File: src/rtl/mem_stage.sv
// mem_stage: memory-access stage between execute and writeback.
//
// Accepts one instruction at a time from execute. Non-memory results pass
// straight to the output register. Aligned loads and stores perform a single
// transaction on a req/gnt/rvalid data bus. Misaligned accesses are flagged
// without touching the bus. The result is presented to writeback under a
// valid/ready handshake.
//
// Ports:
//   clk, rst            clock, asynchronous active-low reset
//   ex_*                execute-side handshake and instruction fields
//   dmem_*              data memory bus (one outstanding access)
//   wb_*                writeback-side handshake and result fields
module mem_stage #(
  parameter int XLEN = 64
) (
  input  logic            clk,
  input  logic            rst,
  // execute side
  input  logic            ex_valid_i,
  output logic            ex_ready_o,
  input  logic [4:0]      ex_inst_type_i,
  input  logic [XLEN-1:0] ex_result_i,
  input  logic [XLEN-1:0] ex_store_data_i,
  input  logic [4:0]      ex_mem_op_i,
  input  logic [4:0]      ex_rd_addr_i,
  input  logic            ex_rd_wena_i,
  // data memory bus
  output logic            dmem_req_o,
  output logic            dmem_we_o,
  output logic [XLEN-1:0] dmem_addr_o,
  output logic [XLEN-1:0] dmem_wdata_o,
  output logic [7:0]      dmem_wstrb_o,
  input  logic            dmem_gnt_i,
  input  logic            dmem_rvalid_i,
  input  logic [XLEN-1:0] dmem_rdata_i,
  // writeback side
  output logic            wb_valid_o,
  input  logic            wb_ready_i,
  output logic [4:0]      wb_inst_type_o,
  output logic [4:0]      wb_rd_addr_o,
  output logic            wb_rd_wena_o,
  output logic [XLEN-1:0] wb_rd_data_o,
  output logic            wb_misalign_o
);

  typedef enum logic [1:0] {IDLE, REQ, RSP, OUT} state_e;

  state_e            state_q, state_d;
  logic [4:0]        inst_type_q, inst_type_d;
  logic [XLEN-1:0]   addr_q, addr_d;
  logic [XLEN-1:0]   sdata_q, sdata_d;
  logic [4:0]        mem_op_q, mem_op_d;
  logic [4:0]        rd_addr_q, rd_addr_d;
  logic              rd_wena_q, rd_wena_d;
  logic [XLEN-1:0]   rd_data_q, rd_data_d;
  logic              misalign_q, misalign_d;

  logic              accept;
  logic              ex_misalign;
  logic              is_store_q;
  logic [7:0]        size_mask;
  logic [XLEN-1:0]   rdata_shifted;
  logic [XLEN-1:0]   load_data;

  assign ex_ready_o = (state_q == IDLE) | ((state_q == OUT) & wb_ready_i);
  assign accept     = ex_valid_i & ex_ready_o;
  assign is_store_q = mem_op_q[3];

  // Alignment is judged on the incoming address so the decision is made
  // on the accept edge.
  always_comb begin
    ex_misalign = 1'b0;
    case (ex_mem_op_i[1:0])
      2'b00:   ex_misalign = 1'b0;
      2'b01:   ex_misalign = ex_result_i[0];
      2'b10:   ex_misalign = |ex_result_i[1:0];
      default: ex_misalign = |ex_result_i[2:0];
    endcase
  end

  always_comb begin
    size_mask = 8'h00;
    case (mem_op_q[1:0])
      2'b00:   size_mask = 8'h01;
      2'b01:   size_mask = 8'h03;
      2'b10:   size_mask = 8'h0F;
      default: size_mask = 8'hFF;
    endcase
  end

  // Bring the addressed byte lane down to bit 0, then sign/zero-extend.
  // Doubleword loads take the whole word and ignore the unsigned bit.
  assign rdata_shifted = dmem_rdata_i >> {addr_q[2:0], 3'b000};

  always_comb begin
    load_data = rdata_shifted;
    case (mem_op_q[1:0])
      2'b00: load_data = mem_op_q[2] ? {{(XLEN-8){1'b0}}, rdata_shifted[7:0]}
                                     : {{(XLEN-8){rdata_shifted[7]}}, rdata_shifted[7:0]};
      2'b01: load_data = mem_op_q[2] ? {{(XLEN-16){1'b0}}, rdata_shifted[15:0]}
                                     : {{(XLEN-16){rdata_shifted[15]}}, rdata_shifted[15:0]};
      2'b10: load_data = mem_op_q[2] ? {{(XLEN-32){1'b0}}, rdata_shifted[31:0]}
                                     : {{(XLEN-32){rdata_shifted[31]}}, rdata_shifted[31:0]};
      default: load_data = rdata_shifted;
    endcase
  end

  // Next-state logic. The accept capture is placed last so that a
  // back-to-back accept in OUT overrides the return to IDLE.
  always_comb begin
    state_d     = state_q;
    inst_type_d = inst_type_q;
    addr_d      = addr_q;
    sdata_d     = sdata_q;
    mem_op_d    = mem_op_q;
    rd_addr_d   = rd_addr_q;
    rd_wena_d   = rd_wena_q;
    rd_data_d   = rd_data_q;
    misalign_d  = misalign_q;

    case (state_q)
      REQ: begin
        if (dmem_gnt_i) begin
          state_d = is_store_q ? OUT : RSP;
        end
      end
      // RSP is only entered on the edge after gnt, so an rvalid coincident
      // with gnt is never seen here.
      RSP: begin
        if (dmem_rvalid_i) begin
          rd_data_d = load_data;
          state_d   = OUT;
        end
      end
      OUT: begin
        if (wb_ready_i) begin
          state_d = IDLE;
        end
      end
      default: ;
    endcase

    if (accept) begin
      inst_type_d = ex_inst_type_i;
      addr_d      = ex_result_i;
      sdata_d     = ex_store_data_i;
      mem_op_d    = ex_mem_op_i;
      rd_addr_d   = ex_rd_addr_i;
      if (!ex_mem_op_i[4]) begin
        rd_wena_d  = ex_rd_wena_i;
        rd_data_d  = ex_result_i;
        misalign_d = 1'b0;
        state_d    = OUT;
      end else if (ex_misalign) begin
        rd_wena_d  = 1'b0;
        rd_data_d  = '0;
        misalign_d = 1'b1;
        state_d    = OUT;
      end else begin
        rd_wena_d  = ex_mem_op_i[3] ? 1'b0 : ex_rd_wena_i;
        rd_data_d  = '0;
        misalign_d = 1'b0;
        state_d    = REQ;
      end
    end
  end

  always_ff @(posedge clk or negedge rst) begin
    if (!rst) begin
      state_q     <= IDLE;
      inst_type_q <= '0;
      addr_q      <= '0;
      sdata_q     <= '0;
      mem_op_q    <= '0;
      rd_addr_q   <= '0;
      rd_wena_q   <= 1'b0;
      rd_data_q   <= '0;
      misalign_q  <= 1'b0;
    end else begin
      state_q     <= state_d;
      inst_type_q <= inst_type_d;
      addr_q      <= addr_d;
      sdata_q     <= sdata_d;
      mem_op_q    <= mem_op_d;
      rd_addr_q   <= rd_addr_d;
      rd_wena_q   <= rd_wena_d;
      rd_data_q   <= rd_data_d;
      misalign_q  <= misalign_d;
    end
  end

  // Bus outputs are decoded from state so they drop as soon as reset
  // clears the state register.
  assign dmem_req_o   = (state_q == REQ);
  assign dmem_we_o    = (state_q == REQ) & is_store_q;
  assign dmem_addr_o  = (state_q == REQ) ? {addr_q[XLEN-1:3], 3'b000} : '0;
  assign dmem_wstrb_o = ((state_q == REQ) && is_store_q) ? (size_mask << addr_q[2:0]) : 8'h00;
  assign dmem_wdata_o = ((state_q == REQ) && is_store_q) ? (sdata_q << {addr_q[2:0], 3'b000}) : '0;

  assign wb_valid_o     = (state_q == OUT);
  assign wb_inst_type_o = inst_type_q;
  assign wb_rd_addr_o   = rd_addr_q;
  assign wb_rd_wena_o   = rd_wena_q;
  assign wb_rd_data_o   = rd_data_q;
  assign wb_misalign_o  = misalign_q;

endmodule
File: config.mk
export PLATFORM = sky130hd
export DESIGN_NAME = mem_stage
export DESIGN_NICKNAME = d
export VERILOG_FILES = /design/src/rtl/mem_stage.sv
export SDC_FILE = /design/constraint.sdc
export NUM_CORES = 1
export LEC_CHECK = 0
export ABC_AREA = 1
export CORE_UTILIZATION = 45
export CTS_CLUSTER_SIZE = 24
export DETAILED_ROUTE_END_ITERATION = 8
export DONT_BUFFER_PORTS = 1
export GPL_TIMING_DRIVEN = 0
export SLEW_MARGIN = 20
export SYNTH_ARGS = -nofsm -noshare
export SYNTH_HDL_FRONTEND = slang
export SYNTH_SLANG_ARGS = --single-unit
File: constraint.sdc
create_clock -name clk -period 1.7 [get_ports clk]
set_input_delay 0.255 -clock clk [delete_from_list [all_inputs] [get_ports clk]]
set_output_delay 0.255 -clock clk [all_outputs]
set_load 0.01 [all_outputs]
==> qor_table.md, run 1 <==
| Group | Parameter | Value |
|---|---|---|
| outcome | Run status | complete, but fails checks |
| outcome | Violations in the final reports | negative hold slack, negative setup slack |
| floorplanning | Placeable core region | 0.0280 sq mm |
| drt | Number of nets still failing antenna checks after routing | 0 |
| worst hold path | Class of the worst hold path | in -> async |
| sta | Final critical-path required period | 2.49 ns |
| floorplanning | Boundary Pins | 430 |
| drt | Number of vias in the routed layout | 16600 |
| synthesis | Area share of the largest cell type after synthesis | 40.7% |
| synthesis | Post-synthesis area per instance | 6.76 sq um |
| sta | Achievable frequency | 0.402 GHz |
| clock tree | Clock latency at the later pin of the worst-skew pair | 0.55 ns |
| clock tree | Sink Count | 210 |
| synthesis | Total of flip-flops plus latches after synthesis | 210 |
| sta | Maximum clock skew at final layout | 0.0165 ns |
| finish | Nets@finish | 2437 |
| sta | Final period util | 146% |
| floorplanning | Effective utilization at floorplan | 46.1% |
| clock tree | CTS Root Cell | sky130_fd_sc_hd__clkbuf_16 |
| drt | Count of unresolved DRC violations after routing | 0 |
| drt | Number of optimization iterations in the first detailed-route pass | 7 |
| sta | Fin. max-slew vios | 0 |
| setup path | Buffering stage count on the worst path with inverters included | 5 |
| synthesis | Sequential cell area fraction in the yosys report | 40.7% |
| sta | Relative slew slack | 42.4% |
| floorplanning | Total die area | 0.0294 sq mm |
| sta | Final WS setup | -0.788 ns |
| setup path | Startpoint Class | flop |
| grt | Overall global routing resource usage | 41.9% |
| job | Reported max-cap violation count | 0 |
| sta | Final number of hold-violating endpoints | 210 |
| finish | Ratio of cells with drive above 1 in the final layout | 40.2% |
| placement | Sum of net half-perimeters after detailed placement | 44.5 mm |
| grt | Number of global-route vias before repair | 14600 |
| setup path | WP data arrival | 2.23 ns |
| sta | Final Hold Slack | -0.602 ns |
| sta | RSZ-0062 raised after global routing | yes |
| power | Pwr per Cell Area | 2220 mW/mm^2 |
| placement | Routability Congestion | 1.01 |
| grt | Pin count of the biggest net entering global routing | 211 |
| sta | Finish-stage setup viols | 346 |
| drt | Starting DRC count in detailed routing | 1836 |
| synthesis | Netlist Area Pre-Place | 0.0129 sq mm |
| clock tree | Clock-pin slew on the worst setup and hold paths | 0.07 ns |
| clock tree | Number of buffers created by CTS | 23 |
| clock tree | Max Buffers Root-to-Sink | 3 |
| grt | Number of antenna violations at the first check in global routing | 1 |
| sta | Transition at the pin with the smallest max-transition slack | 0.864 ns |
| clock tree | CTS Hold Bufs | 143 |
| setup path | Delay of the slowest cell on the worst path | 0.41 ns |
| synthesis | Largest area contributor in the netlist | sky130_fd_sc_hd__dfrtp_1 |
| floorplanning | Number of cell rows | 61 |
| power | Post-layout total power | 49.1 mW |
| drt | Total length of routed wires | 74.8 mm |
| synthesis | Count of cell types in the netlist | 38 |
| setup path | CP top delay family | buffers and inverters |
| finish | Cell area after layout | 0.0221 sq mm |
| setup path | Max stage delay cell, worst path | sky130_fd_sc_hd__dfrtp_1 |
| clock tree | CTS tree | done |
| floorplanning | DIE HEIGHT | 171 microns |
| placement | Total placed instance area | 0.0136 sq mm |
| synthesis | Yosys warnings | 0 |
| setup path | Cell breakdown of the critical path | buf_6 -> buf_6 -> buf_6 -> nor2_4 -> inv_2 -> nor2_4 -> clkinv_4 -> nor2_4 |
| setup path | Critical Setup Path Class | reg -> out |
| clock tree | Htree depth | 1 |
| sta | TNS Setup | -168.38 ns |
| drt | Routed wire length per instance | 28.6 microns |
| setup path | Req. time, crit path | 1.44 ns |
| grt | Total congestion overflow | 0 |
| placement | Quantity of I/O buffers inserted on ports | 0 |
| synthesis | Top area cells in the synthesized netlist | sky130_fd_sc_hd__dfrtp_1 41%, sky130_fd_sc_hd__nand2_1 18%, sky130_fd_sc_hd__o21ai_0 8.8% |
| power | Leak Pwr | 10.0 nW |
| drt | Via density | 6.36 |
| synthesis | Synthesized instance count | 1911 |
| floorplanning | Die Span X | 171 microns |
| grt | Global-route wire length before repair | 90.4 mm |
| setup path | Endpoint class of the critical path | primary output |
| power | Worst-case vdd ir drop | 1.26 mV |
| finish | Layout filler cell count | 1795 |
| setup path | Largest fanout on the critical path | 8 |
| finish | Area growth syn-to-layout | 70.8% |
[Yosys cell counts, drive strengths merged]
| cell type | n |
|---|---|
| nand2 | 633 |
| o21ai | 232 |
| nor2 | 230 |
| dfrtp | 210 |
| inv | 147 |
| buf | 99 |
| nand3 | 91 |
| a21oi | 79 |
| clkbuf | 45 |
| nand4 | 32 |
| o211ai | 23 |
| o22ai | 18 |
| or2 | 18 |
| mux2i | 15 |
| a31oi | 12 |
| a22oi | 9 |
| o31ai | 7 |
| a211oi | 2 |
| and2 | 2 |
| clkinv | 2 |
| nor3 | 2 |
| a221o | 1 |
| conb | 1 |
| o21a | 1 |
[stage by stage]
stage / instances / hold WS (ns) / setup WS, ns / utilization (%)
floorplan: 1913 / -0.0406 / -0.0575 / -
global placement: 2291 / -0.0365 / -0.692 / 48.7
detailed placement: 2291 / -0.0351 / -0.634 / 48.7
CTS: 2547 / -0.594 / -0.687 / 66.7
global route: 2617 / -0.608 / -0.813 / 78.8
finish: 2617 / -0.602 / -0.788 / 78.8
[cell type report]
class	count	area, sq um	share of cell area, %
multi-input cells	1412	9660	43.8
flip-flops and latches	210	5260	23.8
repair buffers	289	3460	15.7
plain buffers	138	1810	8.21
clock buffers	29	628	2.85
inverters	149	617	2.80
well taps	378	473	2.14
clock inverters	11	154	0.698
diodes	1	2.50	0.0113
[path summary, 6_finish.rpt]
kind	startpoint	end	slack [ns]	cells past startpoint
min in group clk	dmem_rdata_i[59]	wb_rd_data_o[59]$_DFFE_PN0P_	0.06	4
min reg2reg	sdata_q[57]$_DFFE_PN0P_	sdata_q[57]$_DFFE_PN0P_	0.51	2
max reg2reg	state_q[1]$_DFFE_PN0P_	wb_rd_data_o[34]$_DFFE_PN0P_	-0.67	17
max	addr_q[0]$_DFFE_PN0P_	dmem_wdata_o[2]	-0.79	8
max in group asynchronous	rst	mem_op_q[1]$_DFFE_PN0P_	1.79	0
min	rst	addr_q[30]$_DFFE_PN0P_	-0.60	0
[routing by layer]
| layer | wire, microns | global-route usage (%) | share of wire, % |
|---|---|---|---|
| met2 | 34200 | 70.6 | 46 |
| met4 | 6710 | 22.2 | 9.0 |
| met1 | 24800 | 48.3 | 33 |
| met5 | 76 | 0 | 0.10 |
| met3 | 9070 | 11.6 | 12 |
[where the power goes]
part | switching (mW) | internal (mW)
Sequential | 2.80 | 7.50
Combinational | 20.2 | 13.2
Clock | 2.29 | 3.09
[worst reg2reg max path, delay by kind of cell, from the launching register on]
kind                   cells  cell delay (ns)
buffers and inverters     11             1.22
DFF                        1             0.43
and+or+nand+nor            4             0.33
AOI/OAI and AO/OA          2             0.31
[logic make-up (layout without fill, tap and decap cells)]
kind of cell / after synthesis / after routing / share of synthesized area (%)
buf+inv: 293 / 616 / 10.5
simple gates: 1008 / 1010 / 31.5
flops: 210 / 210 / 40.7
other cells: 1 / 4 / 0.0290
compound gates: 384 / 384 / 16.1
mux: 15 / 15 / 1.16
[placed cells by master (no fill, tap or decap), types with 12 or more instances in the layout]
| master | Yosys | layout |
|---|---|---|
| sky130_fd_sc_hd__nand2_1 | 629 | 441 |
| sky130_fd_sc_hd__dfrtp_1 | 210 | 208 |
| sky130_fd_sc_hd__dlygate4sd3_1 | 0 | 143 |
| sky130_fd_sc_hd__inv_1 | 141 | 130 |
| sky130_fd_sc_hd__nand2_2 | 3 | 113 |
| sky130_fd_sc_hd__nor2_4 | 2 | 107 |
| sky130_fd_sc_hd__nor2_1 | 226 | 106 |
| sky130_fd_sc_hd__o21ai_2 | 1 | 88 |
| sky130_fd_sc_hd__nand2_4 | 1 | 74 |
| sky130_fd_sc_hd__buf_6 | 14 | 66 |
| sky130_fd_sc_hd__buf_4 | 21 | 61 |
| sky130_fd_sc_hd__o21ai_1 | 5 | 60 |
| sky130_fd_sc_hd__o21ai_0 | 226 | 55 |
| sky130_fd_sc_hd__nand3_1 | 89 | 54 |
| sky130_fd_sc_hd__buf_12 | 0 | 53 |
| sky130_fd_sc_hd__clkbuf_16 | 0 | 52 |
| sky130_fd_sc_hd__a21oi_1 | 78 | 45 |
| sky130_fd_sc_hd__nand4_1 | 32 | 32 |
| sky130_fd_sc_hd__a21oi_2 | 1 | 30 |
| sky130_fd_sc_hd__buf_8 | 0 | 29 |
| sky130_fd_sc_hd__o21ai_4 | 0 | 29 |
| sky130_fd_sc_hd__nand3_2 | 2 | 26 |
| sky130_fd_sc_hd__o211ai_1 | 23 | 23 |
| sky130_fd_sc_hd__nor2_2 | 2 | 17 |
| sky130_fd_sc_hd__o22ai_4 | 0 | 14 |
| sky130_fd_sc_hd__buf_2 | 55 | 12 |
| sky130_fd_sc_hd__nand3_4 | 0 | 12 |
[what timing repair did]
item	CTS	global route
setup buffers	59	46
endpoints found under the hold margin	381	210
pin swaps	54	152
resized for setup	560	840
gates cloned	14	39
setup endpoints to repair	344	345
[flip-flops by register name (all words and copies together) (netlist names)]
name / count
addr_q: 64
sdata_q: 64
wb_rd_data_o: 64
wb_inst_type_o: 5
wb_rd_addr_o: 5
mem_op_q: 4
state_q: 2
wb_misalign_o: 1
wb_rd_wena_o: 1
(Power assumes the default switching activity.)
==> run 2, diff against run 1 <==
--- a/config.mk
+++ b/config.mk
@@ -6,6 +6,7 @@
 export NUM_CORES = 1
 export LEC_CHECK = 0
 export ABC_AREA = 1
+export CAP_MARGIN = 20
 export CORE_UTILIZATION = 45
 export CTS_CLUSTER_SIZE = 24
 export DETAILED_ROUTE_END_ITERATION = 8
==> results of run 2 <==
No change in the layout: final DEF, timing and power equal those of run 1.
==> run 3, diff against run 2 <==
--- a/config.mk
+++ b/config.mk
@@ -7,11 +7,14 @@
 export LEC_CHECK = 0
 export ABC_AREA = 1
 export CAP_MARGIN = 20
-export CORE_UTILIZATION = 45
+export CELL_PAD_IN_SITES_DETAIL_PLACEMENT = 1
+export CELL_PAD_IN_SITES_GLOBAL_PLACEMENT = 2
+export CORE_UTILIZATION = 30
 export CTS_CLUSTER_SIZE = 24
 export DETAILED_ROUTE_END_ITERATION = 8
 export DONT_BUFFER_PORTS = 1
 export GPL_TIMING_DRIVEN = 0
+export PLACE_DENSITY_LB_ADDON = 0.1
 export SLEW_MARGIN = 20
 export SYNTH_ARGS = -nofsm -noshare
 export SYNTH_HDL_FRONTEND = slang
==> run 3 against run 2 <==
  * The flow still finishes with violations (negative hold slack, negative setup slack)
  * Hold slack worse by 0.013 ns
  * Largest cell class unchanged
  * Global-route usage is 10 points lower
  * Clock skew is 0.0053 ns lower
  * Clock power is 9.7% higher
  * Sequential power hardly changed
  * Critical path depth stayed put
  * Via count is 12% lower
  * Register-to-register slack better by 0.12 ns
  * Combinational power is 21% lower
  * Total power is 13% lower
==> qor_table.md, run 3 (same netlist as run 1, synthesis figures left out) <==
| Group | Parameter | Value | Change |
|---|---|---|---|
| outcome | Violations in the final reports | negative hold slack, negative setup slack | unchanged |
| grt | Pin count of the biggest net entering global routing | 211 | unchanged |
| clock tree | Number of buffers created by CTS | 26 | was 23 |
| power | Combinational Power Share | 62.3% | was 68.0% |
| placement | Total placed instance area | 0.0138 sq mm | was 0.0136 sq mm |
| sta | Transition at the pin with the smallest max-transition slack | 0.713 ns | was 0.864 ns |
| floorplanning | DIE HEIGHT | 210 microns | was 171 microns |
| floorplanning | Total die area | 0.0439 sq mm | was 0.0294 sq mm |
| clock tree | Clock-pin slew on the worst setup and hold paths | 0.06 ns | was 0.07 ns |
| clock tree | Htree depth | 1 | unchanged |
| setup path | Number of stages on the worst setup path | 8 | unchanged |
| setup path | Worst path most repeated cell | sky130_fd_sc_hd__buf_12 |  |
| setup path | Worst reg-to-reg path cell count | 18 | was 17 |
| setup path | CP top delay family | buffers and inverters | unchanged |
| setup path | Source of the worst register-to-register timing path | state_q[1]$_DFFE_PN0P_ | unchanged |
| clock tree | CTS Root Cell | sky130_fd_sc_hd__clkbuf_16 | unchanged |
| finish | Layout filler cell count | 5042 | was 1795 |
| setup path | Capture instance of the worst register-to-register path | wb_rd_data_o[21]$_DFFE_PN0P_ | was wb_rd_data_o[34]$_DFFE_PN0P_ |
| setup path | Req. time, crit path | 1.44 ns | about the same |
| clock tree | Max Buffers Root-to-Sink | 3 | unchanged |
| setup path | Startpoint of the most critical setup path | addr_q[0]$_DFFE_PN0P_ | unchanged |
| finish | Sequential Area | 0.00526 sq mm | unchanged |
| clock tree | CTS Hold Bufs | 145 | was 143 |
| setup path | Max stage delay cell, worst path | sky130_fd_sc_hd__dfrtp_1 | unchanged |
| finish | Final core utilization | 45.6% | was 78.8% |
| sta | Final number of hold-violating endpoints | 210 | unchanged |
| finish | Multi-input logic area | 0.00803 sq mm | was 0.00966 sq mm |
| power | Worst-case vdd ir drop | 0.922 mV | was 1.26 mV |
| setup path | Cell breakdown of the critical path | buf_6 -> buf_12 -> buf_12 -> buf_12 -> nand2_4 -> o21ai_4 -> or2_4 -> o22ai_4 | was buf_6 -> buf_6 -> buf_6 -> nor2_4 -> inv_2 -> nor2_4 -> clkinv_4 -> nor2_4 |
| setup path | Endpoint class of the critical path | primary output | unchanged |
| sta | RSZ-0062 raised after global routing | yes | unchanged |
| drt | Routed wire length per instance | 26.4 microns | was 28.6 microns |
| power | Leak Pwr | 8.78 nW | was 10.0 nW |
| grt | Overall global routing resource usage | 31.7% | was 41.9% |
| floorplanning | Effective utilization at floorplan | 30.6% | was 46.1% |
| sta | Maximum clock skew at final layout | 0.0112 ns | was 0.0165 ns |
| power | Net switching component of the power | 21.7 mW | was 25.3 mW |
| power | Post-layout total power | 42.5 mW | was 49.1 mW |
| floorplanning | Number of cell rows | 75 | was 61 |
| setup path | Largest fanout on the critical path | 8 | unchanged |
| sta | Finish-stage setup viols | 345 | was 346 |
| drt | Number of optimization iterations in the first detailed-route pass | 6 | was 7 |
| placement | Quantity of I/O buffers inserted on ports | 0 | unchanged |
| setup path | Startpoint Class | flop | unchanged |
| sta | Achievable frequency | 0.403 GHz | was 0.402 GHz |
| sta | Final critical-path required period | 2.48 ns | was 2.49 ns |
| drt | Count of unresolved DRC violations after routing | 0 | unchanged |
| drt | Starting DRC count in detailed routing | 825 | was 1836 |
| sta | Final WS setup | -0.781 ns | was -0.788 ns |
| grt | Global-route wire length before repair | 102 mm | was 90.4 mm |
| power | Switching Fraction | 50.9% | was 51.5% |
| sta | Relative slew slack | 52.4% | was 42.4% |
| setup path | WP data arrival | 2.23 ns | about the same |
| setup path | Delay of the slowest cell on the worst path | 0.42 ns | was 0.41 ns |
| grt | Number of global-route vias before repair | 15300 | was 14600 |
| placement | Sum of net half-perimeters after detailed placement | 53.3 mm | was 44.5 mm |
| sta | Final Hold Slack | -0.616 ns | was -0.602 ns |
| clock tree | Sink Count | 210 | unchanged |
| setup path | Critical Setup Path Class | reg -> out | unchanged |
| finish | Most frequent cells in the layout | 564 x sky130_fd_sc_hd__nand2_1, 208 x sky130_fd_sc_hd__dfrtp_1, 174 x sky130_fd_sc_hd__nor2_1 | was 441 x sky130_fd_sc_hd__nand2_1, 208 x sky130_fd_sc_hd__dfrtp_1, 143 x sky130_fd_sc_hd__dlygate4sd3_1 |
| finish | Area growth syn-to-layout | 48.9% | was 70.8% |
| finish | Commonest non-fill, non-tap cell in the layout | sky130_fd_sc_hd__nand2_1 | unchanged |
| power | Clock share of power | 13.9% | was 11.0% |
| grt | Number of antenna violations at the first check in global routing | 4 | was 1 |
| floorplanning | Boundary Pins | 430 | unchanged |
| floorplanning | Placeable core region | 0.0422 sq mm | was 0.0280 sq mm |
| grt | Total congestion overflow | 0 | unchanged |
| drt | Number of nets still failing antenna checks after routing | 0 | unchanged |
| setup path | Register-to-register setup slack | -0.55 ns | was -0.67 ns |
| clock tree | CTS tree | done | unchanged |
| finish | Ratio of cells with drive above 1 in the final layout | 24.0% | was 40.2% |
| drt | Number of vias in the routed layout | 14600 | was 16600 |
| setup path | Setup crit end | dmem_wdata_o[42] | was dmem_wdata_o[2] |
| drt | Total length of routed wires | 71.9 mm | was 74.8 mm |
| drt | Via density | 5.36 | was 6.36 |
| job | Reported max-cap violation count | 0 | unchanged |
| floorplanning | Die Span X | 210 microns | was 171 microns |
| sta | Fin. max-slew vios | 0 | unchanged |
| outcome | Run status | complete, but fails checks | unchanged |
| sta | Final period util | 146% | about the same |
| finish | Nets@finish | 2377 | was 2437 |
| placement | Routability Congestion | 0.954 | was 1.01 |
| power | Pwr per Cell Area | 2210 mW/mm^2 | was 2220 mW/mm^2 |
| clock tree | Clock latency at the later pin of the worst-skew pair | 0.56 ns | was 0.55 ns |
| placement | Worst slack after detailed placement | -0.973 ns | was -0.634 ns |
| power | Power share of the sequential group | 23.9% | was 21.0% |
| setup path | Buffering stage count on the worst path with inverters included | 4 | was 5 |
| worst hold path | Class of the worst hold path | in -> async | unchanged |
| power | Internal portion of total power | 20.9 mW | was 23.8 mW |
| finish | Cell area after layout | 0.0192 sq mm | was 0.0221 sq mm |
-- run 3: cell types whose count changed in the layout (fill, tap and decap cells not counted), sizes merged, moves of 2 or more --
| cell | delta |
|---|---|
| buf | -62 |
| clkbuf | +7 |
| clkinv | +4 |
| diode | +3 |
| clkinvlp | -2 |
| dlygate4sd3 | +2 |
| inv | -2 |
-- run 3: power groups by stage --
stage / clock network (mW) / logic [mW] / registers [mW]
floorplan: 0 / 12.5 / 9.05
global placement: 0 / 18.5 / 9.92
detailed placement: 0 / 18.7 / 9.96
CTS: 6.03 / 23.4 / 10.0
global route: 6.23 / 28.2 / 10.4
finish: 5.90 / 26.5 / 10.2
-- run 3: layer usage --
layer / GRT usage, % / vias up / wire length, microns
met2: 53.4 / 495 / 34700
met4: 12.8 / 2 / 2840
met3: 6.90 / 132 / 4770
met5: 0 / - / 11
li1: - / 6667 / -
met1: 39.3 / 7314 / 29600
-- run 3: how the worst min path moves through the flow --
stage | to | startpoint
3_3_place_gp | addr_q[44]$_DFFE_PN0P_ | rst
6_report | addr_q[44]$_DFFE_PN0P_ | rst
2_1_floorplan | addr_q[0]$_DFFE_PN0P_ | rst
3_5_place_dp | addr_q[44]$_DFFE_PN0P_ | rst
4_1_cts | addr_q[44]$_DFFE_PN0P_ | rst
5_1_grt | addr_q[44]$_DFFE_PN0P_ | rst
-- run 3: worst reg2reg max path, stage by stage (launching register included) --
cell and delay (ns):
sky130_fd_sc_hd__dfrtp_2 0.42, sky130_fd_sc_hd__buf_4 0.14, sky130_fd_sc_hd__buf_6 0.12, sky130_fd_sc_hd__nand2_4 0.08, sky130_fd_sc_hd__inv_4 0.05, sky130_fd_sc_hd__nand2_4 0.07
sky130_fd_sc_hd__nand2_4 0.08, sky130_fd_sc_hd__nand2_8 0.13, sky130_fd_sc_hd__buf_6 0.11, sky130_fd_sc_hd__buf_6 0.08, sky130_fd_sc_hd__buf_6 0.08, sky130_fd_sc_hd__buf_6 0.10
sky130_fd_sc_hd__nand2_8 0.09, sky130_fd_sc_hd__clkinv_8 0.11, sky130_fd_sc_hd__buf_4 0.11, sky130_fd_sc_hd__o21ai_2 0.05, sky130_fd_sc_hd__nor2_2 0.18, sky130_fd_sc_hd__nor2_2 0.07
sky130_fd_sc_hd__a21oi_2 0.13
-- run 3: area by class of cell --
| type | count | share of cell area, % |
|---|---|---|
| antenna | 4 | 0.0520 |
| buffer | 143 | 7.37 |
| clock buffer | 37 | 3.91 |
| clock inverter | 11 | 0.754 |
| inverter | 149 | 3.16 |
| multi-input combinational | 1410 | 41.7 |
| sequential | 210 | 27.3 |
| tap | 539 | 3.51 |
| timing repair buffer | 223 | 12.2 |
-- run 3: timing repair --
action,CTS,global route
endpoints found under the hold margin,395,210
buffers inserted,40,29
pin swaps,57,77
setup endpoints to repair,345,345
resized for setup,393,210
cloned,2,7
-- run 3: through the flow --
stage,TNS (ns),cells
floorplan,-0.587,1913
global placement,-148.22,2452
detailed placement,-154.77,2452
CTS,-158.21,2687
global route,-176.18,2723
finish,-146.78,2726
